### config.mk
export PLATFORM = sky130hd
export DESIGN_NAME = sw_debounce
export DESIGN_NICKNAME = d
export VERILOG_FILES = /design/src/rtl/sw_debounce.sv
export SDC_FILE = /design/constraint.sdc
export NUM_CORES = 1
export LEC_CHECK = 0
export ABC_AREA = 1
export CELL_PAD_IN_SITES_DETAIL_PLACEMENT = 2
export CELL_PAD_IN_SITES_GLOBAL_PLACEMENT = 2
export CORE_MARGIN = 4
export CORE_UTILIZATION = 30
export DETAILED_ROUTE_END_ITERATION = 10
export GPL_TIMING_DRIVEN = 1
export HOLD_SLACK_MARGIN = 0.08
export PLACE_DENSITY_LB_ADDON = 0.1
export SYNTH_ARGS = -nofsm -noshare
export SYNTH_HDL_FRONTEND = slang
export SYNTH_SLANG_ARGS = --single-unit
### constraint.sdc
create_clock -name clk -period 1.5 [get_ports clk]
set_input_delay 0.45 -clock clk [delete_from_list [all_inputs] [get_ports clk]]
set_output_delay 0.45 -clock clk [all_outputs]
set_load 0.02 [all_outputs]
### src/rtl/sw_debounce.sv
// sw_debounce: synchronise and debounce slide switches ahead of the switch PIO.
//   clk        in  1      system clock
//   reset      in  1      synchronous active-high reset
//   sw_raw     in  WIDTH  asynchronous raw switch levels
//   sw_clean   out WIDTH  debounced levels
//   sw_changed out WIDTH  one-cycle strobe in the first cycle showing a new sw_clean bit
module sw_debounce #(
    parameter int               WIDTH        = 10,
    parameter int               SYNC_STAGES  = 2,
    parameter int               TICK_DIV     = 50000,
    parameter int               STABLE_TICKS = 20,
    parameter logic [WIDTH-1:0] INIT         = {WIDTH{1'b0}}
) (
    input  logic             clk,
    input  logic             reset,
    input  logic [WIDTH-1:0] sw_raw,
    output logic [WIDTH-1:0] sw_clean,
    output logic [WIDTH-1:0] sw_changed
);
    localparam int PW = $clog2(TICK_DIV);

    logic [WIDTH-1:0] sync_q [SYNC_STAGES];
    logic [PW-1:0]    presc_q, presc_d;
    logic             tick;
    logic [7:0]       cnt_q [WIDTH];
    logic [7:0]       cnt_d [WIDTH];
    logic [WIDTH-1:0] clean_q, clean_d, changed_q, sw_sync, done;

    assign sw_sync = sync_q[SYNC_STAGES-1];
    assign tick    = presc_q == PW'(TICK_DIV - 1);
    assign presc_d = tick ? '0 : presc_q + 1'b1;

    // A channel is a candidate exactly while sw_sync differs from sw_clean,
    // so the tick count is cleared on reversion and counts ticks otherwise.
    for (genvar i = 0; i < WIDTH; i++) begin : g_ch
        assign done[i]  = (sw_sync[i] != clean_q[i]) && tick && cnt_q[i] == 8'(STABLE_TICKS - 1);
        assign cnt_d[i] = (sw_sync[i] == clean_q[i] || done[i]) ? 8'd0 :
                          tick ? cnt_q[i] + 8'd1 : cnt_q[i];
    end

    assign clean_d    = clean_q ^ done;
    assign sw_clean   = clean_q;
    assign sw_changed = changed_q;

    always_ff @(posedge clk) begin
        if (reset) begin
            // Loading INIT into the synchroniser avoids a false candidate at release.
            for (int k = 0; k < SYNC_STAGES; k++) sync_q[k] <= INIT;
            for (int k = 0; k < WIDTH; k++) cnt_q[k] <= 8'd0;
            presc_q   <= '0;
            clean_q   <= INIT;
            changed_q <= '0;
        end else begin
            sync_q[0] <= sw_raw;
            for (int k = 1; k < SYNC_STAGES; k++) sync_q[k] <= sync_q[k-1];
            for (int k = 0; k < WIDTH; k++) cnt_q[k] <= cnt_d[k];
            presc_q   <= presc_d;
            clean_q   <= clean_d;
            changed_q <= done;
        end
    end
endmodule

# Yosys cells after proc, flatten, opt, wreduce, memory -nomap -nowiden
# Memory sizes are Yosys's and may differ from the RTL's.
# Cells that the tools add are included.
[classes]
bitwise_logic = 13
add_sub_neg = 11
mux = 35
n_eq_ne = 31
n_reduce_logical = 31
[op_table]
columns = ["op", "n"]
rows = [
  ["two-way mux 8 bit", 30],
  ["adder 8 x 1 -> 8 bit (second input constant)", 10],
  ["== test 8 x 5 -> 1 bit (second input constant)", 10],
  ["logical AND 1 bit", 20],
  ["two-way mux 10 bit", 2],
  ["adder 16 x 1 -> 16 bit (second input constant)", 1],
  ["== test 16 bit (second input constant)", 1],
  ["bitwise OR 1 bit", 12],
  ["== test 1 bit", 10],
  ["logical OR 1 bit", 10],
  ["!= test 1 bit", 10],
  ["bitwise XOR 10 bit", 1],
  ["two-way mux 1 bit", 3],
  ["OR reduction 2 bit", 1],
]
[word_totals]
reg_bits = 36
n_memories = 2
out_inout_bits = 20
ramBits = 100
input_bits = 12
[memory_table]
columns = ["name", "words", "word_bits", "rd", "rd_clocked_by_memory_dff", "wr", "line", "source"]
rows = [
  ["cnt_q", 10, 8, 10, 0, 10, "25", "logic [7:0] cnt_q [WIDTH];"],
  ["sync_q", 2, 10, 2, 0, 2, "22", "logic [WIDTH-1:0] sync_q [SYNC_STAGES];"],
]

# Depth between registers and ports, before layout
# Gate-level depths: netlist of the first run.
[depth]
ltp_word = 6
depth_mapped = 12
mapped_depth_nobuf = 10

# Worst setup path after synthesis of the first run
# Ideal clock, no wire load.
[synth_timing]
path_type = "register to register"
start = "reg presc_q[0]"
end = "mem cnt_q[4][6]"
path_stages_with_launch = 13
arrival_time_ns = 1.479
synth_period_minus_slack_ns = 1.603
n_path_buf = 2
path_slack_ns = -0.103
required_time_ns = 1.376
cell_sequence = "dfxtp_1 -> ha_1 -> nand2_2 -> nor2_4 -> nand3_2 -> clkinv_2 -> nand2_2 -> buf_6 -> buf_6 -> nand2_1 -> nand2_1 -> inv_1 -> nor2_1"
[synth_rtl]
columns = ["element", "line", "source"]
rows = [
  ["from (decl)", "23", "logic [PW-1:0] presc_q, presc_d;"],
  ["from (signal assigned)", "57", "presc_q <= presc_d;"],
  ["to (decl)", "25", ""],
]

# Worst setup path in the final report of the first run
[layout_timing]
start = "reg presc_q[0]"
end = "reg presc_q[6]"
[layout_via]
elab_chain_len = 2
word_cells_on_any_way = 3
classes_between = "add/sub (1); eq/ne (1); reduce/logical (1)"
[layout_lines]
columns = ["element"]
rows = [
  ["parallel branches: the longest is 2 deep, another holds adder 16 x 1 -> 16 bit"],
]
# Several ways; the timed one is not identified.
# A chain may end at the register's enable or synchronous reset.

==> results of run 1 <==
final timing paths:
kind / cells past startpoint / slack [ns] / end / start
max reg2reg: 8 / -0.25 / presc_q[6]$_SDFF_PP0_ / presc_q[0]$_SDFF_PP0_
min: 2 / 0.40 / sync_q[0][10]$_SDFF_PP0_ / sync_q[0][0]$_SDFF_PP0_
max: 8 / -0.25 / presc_q[6]$_SDFF_PP0_ / presc_q[0]$_SDFF_PP0_
min reg2reg: 2 / 0.40 / sync_q[0][10]$_SDFF_PP0_ / sync_q[0][0]$_SDFF_PP0_
placed cells by master, fill, tap and decap left out, drive strengths merged:
cell type	count
nand3	75
clkbuf	30
inv	183
nand4	20
clkinvlp	2
bufinv	2
xor2	27
dfxtp	136
xnor2	20
clkdlybuf4s15	7
buf	132
nor2	185
o21ai	5
clkinv	3
nor3b	1
nand2	381
nand3b	8
nor3	26
ha	11
a21oi	11
clkdlybuf4s50	10
cell families (layout without fill, tap and decap cells):
family,after synthesis,in the layout,synth area share [%]
adders and majority gates,11,11,1.93
DFF,136,136,38.2
AOI/OAI and AO/OA,16,16,1.12
and+or+nand+nor,696,696,40.7
buffers and inverters,212,369,12.3
xor gates and xnor gates,47,47,5.78
per-layer routing:
metal  vias up  wire, um  track usage (%)
li1       3653         -                -
met1      3705     11700             23.3
met2        72     14900             37.4
met3        46       609             3.40
met4         0       806             4.88
met5         -         0                0
metrics by stage:
stage	std cells	total power, W	hold WS [ns]	TNS, ns
CTS	1586	0.00837	0.408	-10.37
global route	1594	0.00866	0.421	-29.29
detailed placement	1535	0.00400	0.399	-11.91
global placement	1535	0.00399	0.389	-7.81
finish	1594	0.00836	0.404	-19.01
floorplan	1118	0.00387	0.388	-0.442
repair_timing:
action / 4_1_cts / 5_1_grt
endpoints found under the setup margin: 119 / 124
gates cloned: 8 / 3
resized for setup: 158 / 156
buffers inserted: 12 / 9
pin swaps: 38 / 38
sequential cells by signal, summed over array words and instances, names as in the netlist:
signal and flops:
sw_clean 10, presc_q 16, cnt_q 80, sw_changed 10, sync_q 20
cell type report:
type / instances / area share, %
sequential: 136 / 26.6
clock buffer: 25 / 4.94
clock inverter: 6 / 0.868
inverter: 184 / 6.87
tap: 319 / 3.90
timing repair buffer: 154 / 15.5
multi-input combinational: 770 / 41.2
power by group:
part	internal, W	switching [W]
logic	0.000132	0.000168
registers	0.00365	0.0000201
clock network	0.00266	0.00172
worst max-delay path, cell delays in order, from the launching register on:
cell	delay, ns
dfxtp_2	0.37
ha_4	0.16
nand2_4	0.06
buf_4	0.13
buf_4	0.13
nor3_1	0.26
buf_4	0.21
xor2_1	0.27
nor2_4	0.06
==> summary.md, run 1 <==
| Metric | Value |
|---|---|
| TritonCTS Sinks | about 140 |
| Worst-path clk slew | 0.06 ns |
| Largest net degree at the start of global routing | 33 |
| Top cell type's share of synthesized area | a little under two fifths |
| Worst-margin pin slew | between 0.5 and 0.6 ns |
| Buffers on Ports | 31 |
| Most used DFF post-synth | dfxtp_1 |
| Core area | approximately 0.023 mm2 |
| FF+latch area | between 0.002 and 0.003 mm2 |
| Final hold violation count | 0 |
| RePlAce Congestion | 0.753 |
| Min setup slack post-route | -0.254 ns |
| Proportion of layout cells with a drive suffix above 1 | between 20% and 30% |
| Antenna violations before repair | 0 |
| Via density | about 4.7 |
| GR Overflow Total | 0 |
| EDFF count, synth | 0 |
| Asr flop ratio synth | 0% |
| Die Y | approximately 160 um |
| DP HPWL | ~16000 um |
| Ys Warns | 0 |
| Fin area | approximately 0.010 mm2 |
| Worst hold path class | reg2reg |
| Unrepaired setup endpoints after global routing | true |
| Status | complete, but fails checks |
| Number of global-route vias before repair | 8066 |
| Critical Path Fanout Max | 5 |
| Post-Route WL | between 20000 and 30000 um |
| I/O pins | 32 |
| Initial Utilization | 30.4% |
| Die area | about 0.026 mm2 |
| Main area contributors after synthesis | dfxtp_1, nand2_1, inv_1, nor2_1, nand3_1 |
| TritonCTS clock tree | done |
| Layout Area Growth over Synthesis | 43.7% |
| Top post-synthesis cells by count | nand2_1, inv_1, nor2_1 |
| Fillers | 2749 |
| Total of max-cap violations | 0 |
| Die width | 162 um |
| Critical path launch point type | flop |
| CP required | roughly 1.8 ns |
| Count leader, synth | nand2_1 |
| Multi-input gate area | between 0.004 and 0.005 mm2 |
| Synthesized cell area | around 0.0071 mm2 |
| Maximum clock rate | roughly 0.57 GHz |
| Slew headroom | a little under two thirds |
| Final setup vio count | between 100 and 150 |
| Pleak | approximately 4.7 nW |
| Unique masters post-synth | 24 |
| Clock Skews | 0.0117 ns |
| Worst skew pair latency | between 0.4 and 0.5 ns |
| First-pass GRT wire length | slightly above 40000 um |
| Longest Clk Path Bufs | 2 |
| Fin. max-slew vios | 0 |
| Core Util, Final | 43.7% |
| Max VDD drop | between 0.0004 and 0.0005 V |
| ANT cells | 0 |
| Final ANT Viol Nets | 0 |
| Crit Path Class | reg2reg |
| Worst slack at placement | -0.169 ns |
| Placed Area | between 0.008 and 0.009 mm2 |
| Layout Nets | roughly 1300 |
| Syn Nets | 1141 |
| WL per Instance | 17.6 um |
| TritonCTS Buffers | 17 |
| Register area share after synthesis | 38.2% |
| Arrival time worst endpoint | around 2.1 ns |
| Root Driver | clkbuf_16 |
| Avg Inst Size Synth | between 6 and 7 um2 |
| Synth Instances | 1118 |
| DRT Pass-1 Iters | 4 |
| Area leader, netlist | dfxtp_1 |
| Drt initial violations | between 200 and 250 |
| Failing checks | setup timing |
| Minimum clock period after layout | around 1.8 ns |
| Setup crit end kind | flop |
| Cts hold-fix bufs | 0 |
| GRT Total Usage | approximately 20% |
| Period utilisation layout | 117% |
| Site Rows | 56 |
| #FFs+latches synth | about 140 |
| PD cells | approximately 820 mW/mm2 |
| Vias | 7476 |
| Htree depth | 4 |
| DR DRC count | 0 |
Note: power is estimated with default switching activity, not from simulation.
==> inputs of run 2 (changes only) <==
--- a/config.mk
+++ b/config.mk
@@ -14,6 +14,7 @@
 export GPL_TIMING_DRIVEN = 1
 export HOLD_SLACK_MARGIN = 0.08
 export PLACE_DENSITY_LB_ADDON = 0.1
+export SKIP_CTS_REPAIR_TIMING = 1
 export SYNTH_ARGS = -nofsm -noshare
 export SYNTH_HDL_FRONTEND = slang
 export SYNTH_SLANG_ARGS = --single-unit
==> constraint.sdc (replaced) <==
create_clock -name clk -period 1.5 [get_ports clk]
set_input_delay 0.3 -clock clk [delete_from_list [all_inputs] [get_ports clk]]
set_output_delay 0.3 -clock clk [all_outputs]
set_load 0.02 [all_outputs]
==> summary.md, run 2 (synthesized netlist as in run 1, its figures left out) <==
| Metric | Value |
|---|---|
| Final hold violation count | 0 |
| DP HPWL | roughly 16000 um |
| GR Overflow Total | 0 |
| Placed Area | about 0.0085 mm2 |
| TritonCTS clock tree | done |
| Psw | roughly 0.0019 W |
| Status | complete, but fails checks |
| Longest Clk Path Bufs | 2 |
| Largest register by flop count | cnt_q |
| Fin area | ~0.010 mm2 |
| Crit Path Class | reg2reg |
| Total of max-cap violations | 0 |
| Site Rows | 56 |
| Max FFs per register | 80 |
| Die Y | 162 um |
| Root Driver | clkbuf_16 |
| Fin. max-slew vios | 0 |
| Critical path cell sequence | ha_4, nand2_4, nor2_4, nand2_2, nor2_4, buf_4, clkbuf_16, buf_4, nand3_1, nand2_1, nand2_1, inv_1 |
| WL per Instance | 17.1 um |
| Drt initial violations | between 200 and 250 |
| Worst skew pair latency | 0.43 ns |
| Setup crit end kind | flop |
| Worst-margin pin slew | 0.506 ns |
| Worst hold path class | in2reg |
| Post-layout instance count excluding filler cells | 1589 |
| Dpl cells | approximately 1500 |
| PD cells | between 800 and 900 mW/mm2 |
| Worst reg2reg startpoint | presc_q[0]$_SDFF_PP0_ |
| RePlAce Congestion | 0.760 |
| Period utilisation layout | 121% |
| Commonest non-fill, non-tap cells in the layout | nand2_1, inv_1, nor2_1 |
| Cell internal pwr | approximately 0.0062 W |
| Via density | approximately 4.7 |
| Reg2reg setup slack | -0.31 ns |
| Fillers | roughly 2800 |
| Clock power frac | roughly 51% |
| Crit. Startpoint | presc_q[0]$_SDFF_PP0_ |
| I/O pins | 32 |
| TritonCTS Buffers | 17 |
| TritonCTS Sinks | ~140 |
| Failing checks | setup timing |
| DR DRC count | 0 |
| Layout Area Growth over Synthesis | 41.7% |
| Setup crit end | sw_clean[1]$_SDFF_PP0_ |
| Worst slack at placement | -0.208 ns |
| Worst Hold Slack | 0.321 ns |
| Die width | approximately 160 um |
| Slew headroom | ~66% |
| Core area | about 0.023 mm2 |
| Critical Path Fanout Max | 6 |
| Min setup slack post-route | -0.308 ns |
| Reg2reg end | sw_clean[1]$_SDFF_PP0_ |
| R2R depth | 12 |
| Antenna violations before repair | 0 |
| Minimum clock period after layout | ~1.8 ns |
| Clock Skews | roughly 0.0090 ns |
| Number of global-route vias before repair | between 7000 and 8000 |
| CP required | roughly 1.9 ns |
| Combinational share of power | around 3.4% |
| Max VDD drop | between 0.0005 and 0.0006 V |
| Maximum clock rate | around 0.55 GHz |
| Arrival time worst endpoint | around 2.2 ns |
| Critical path launch point type | flop |
| Sequential power share | a little under half |
| DRT Pass-1 Iters | 4 |
| Sw frac | 23.1% |
| Initial Utilization | 30.4% |
| Final ANT Viol Nets | 0 |
| Vias | ~7400 |
| Slowest stage delay, CP | between 0.3 and 0.4 ns |
| Final setup vio count | between 100 and 150 |
| Commonest non-fill, non-tap cell in the layout | nand2_1 |
| Largest regs | cnt_q: 80 flops, sync_q: 20 flops, presc_q: 16 flops |
| Htree depth | 4 |
| ANT cells | 0 |
| Largest net degree at the start of global routing | 33 |
| Worst-path clk slew | approximately 0.060 ns |
| First-pass GRT wire length | around 38000 um |
| Pleak | 5.00 nW |
| Core Util, Final | between 40% and 50% |
| Proportion of layout cells with a drive suffix above 1 | roughly 22% |
| Unrepaired setup endpoints after global routing | true |
| Die area | roughly 0.026 mm2 |
| Buffers on Ports | 31 |
| Post-Route WL | ~27000 um |
| Layout Nets | roughly 1300 |
| Cell at the slowest stage of the critical path | dfxtp_2 |
| GRT Total Usage | between 10% and 20% |
| Worst Hold Path Cells | 3 |
## run 2: power by group through the flow
stage | Sequential (W) | Combinational, W | Clock (W)
after floorplan | 0.00375 | 0.000114 | 0
after global placement | 0.00375 | 0.000241 | 0
after detailed placement | 0.00375 | 0.000251 | 0
after CTS | 0.00367 | 0.000254 | 0.00426
after global routing | 0.00367 | 0.000299 | 0.00442
final | 0.00367 | 0.000274 | 0.00415
## run 2: how the worst min path moves through the flow
stage / slack (ns) / start / end
after floorplan: 0.39 / sync_q[0][0]$_SDFF_PP0_ / sync_q[0][10]$_SDFF_PP0_
after global placement: 0.39 / sync_q[0][4]$_SDFF_PP0_ / sync_q[0][14]$_SDFF_PP0_
after detailed placement: 0.40 / sync_q[0][8]$_SDFF_PP0_ / sync_q[0][18]$_SDFF_PP0_
after CTS: 0.32 / reset / sync_q[0][6]$_SDFF_PP0_
after global routing: 0.32 / reset / sync_q[0][6]$_SDFF_PP0_
final: 0.32 / reset / sw_clean[7]$_SDFF_PP0_
## run 2: layout make-up
class	instances	area, um2	area share [%]
Clock inverter	10	105	1.04
Inverter	184	696	6.89
Tap cell	319	399	3.96
Timing Repair Buffer	149	1650	16.3
Clock buffer	20	447	4.43
Multi-Input combinational cell	771	4070	40.3
Sequential cell	136	2730	27.0
## run 2: per-stage QoR
stage,total power [W],setup TNS (ns)
global route,0.00839,-31.65
global placement,0.00399,-8.55
detailed placement,0.00400,-14.05
finish,0.00809,-21.33
floorplan,0.00387,-0.442
CTS,0.00818,-19.64
## run 2: critical path: cells and delay by family (launching register included)
| kind | cells | cell delay (ns) |
|---|---|---|
| simple gates | 7 | 0.76 |
| buf+inv | 4 | 0.46 |
| fa+ha+maj | 1 | 0.17 |
| flops | 1 | 0.36 |
## run 2: layer usage
layer / share of wire (%) / wire, um / track usage, %
met1: 42 / 11400 / 21.2
met4: 2.0 / 531 / 4.81
met2: 54 / 14800 / 33.3
met5: 0 / 0 / 0
met3: 2.0 / 549 / 2.72
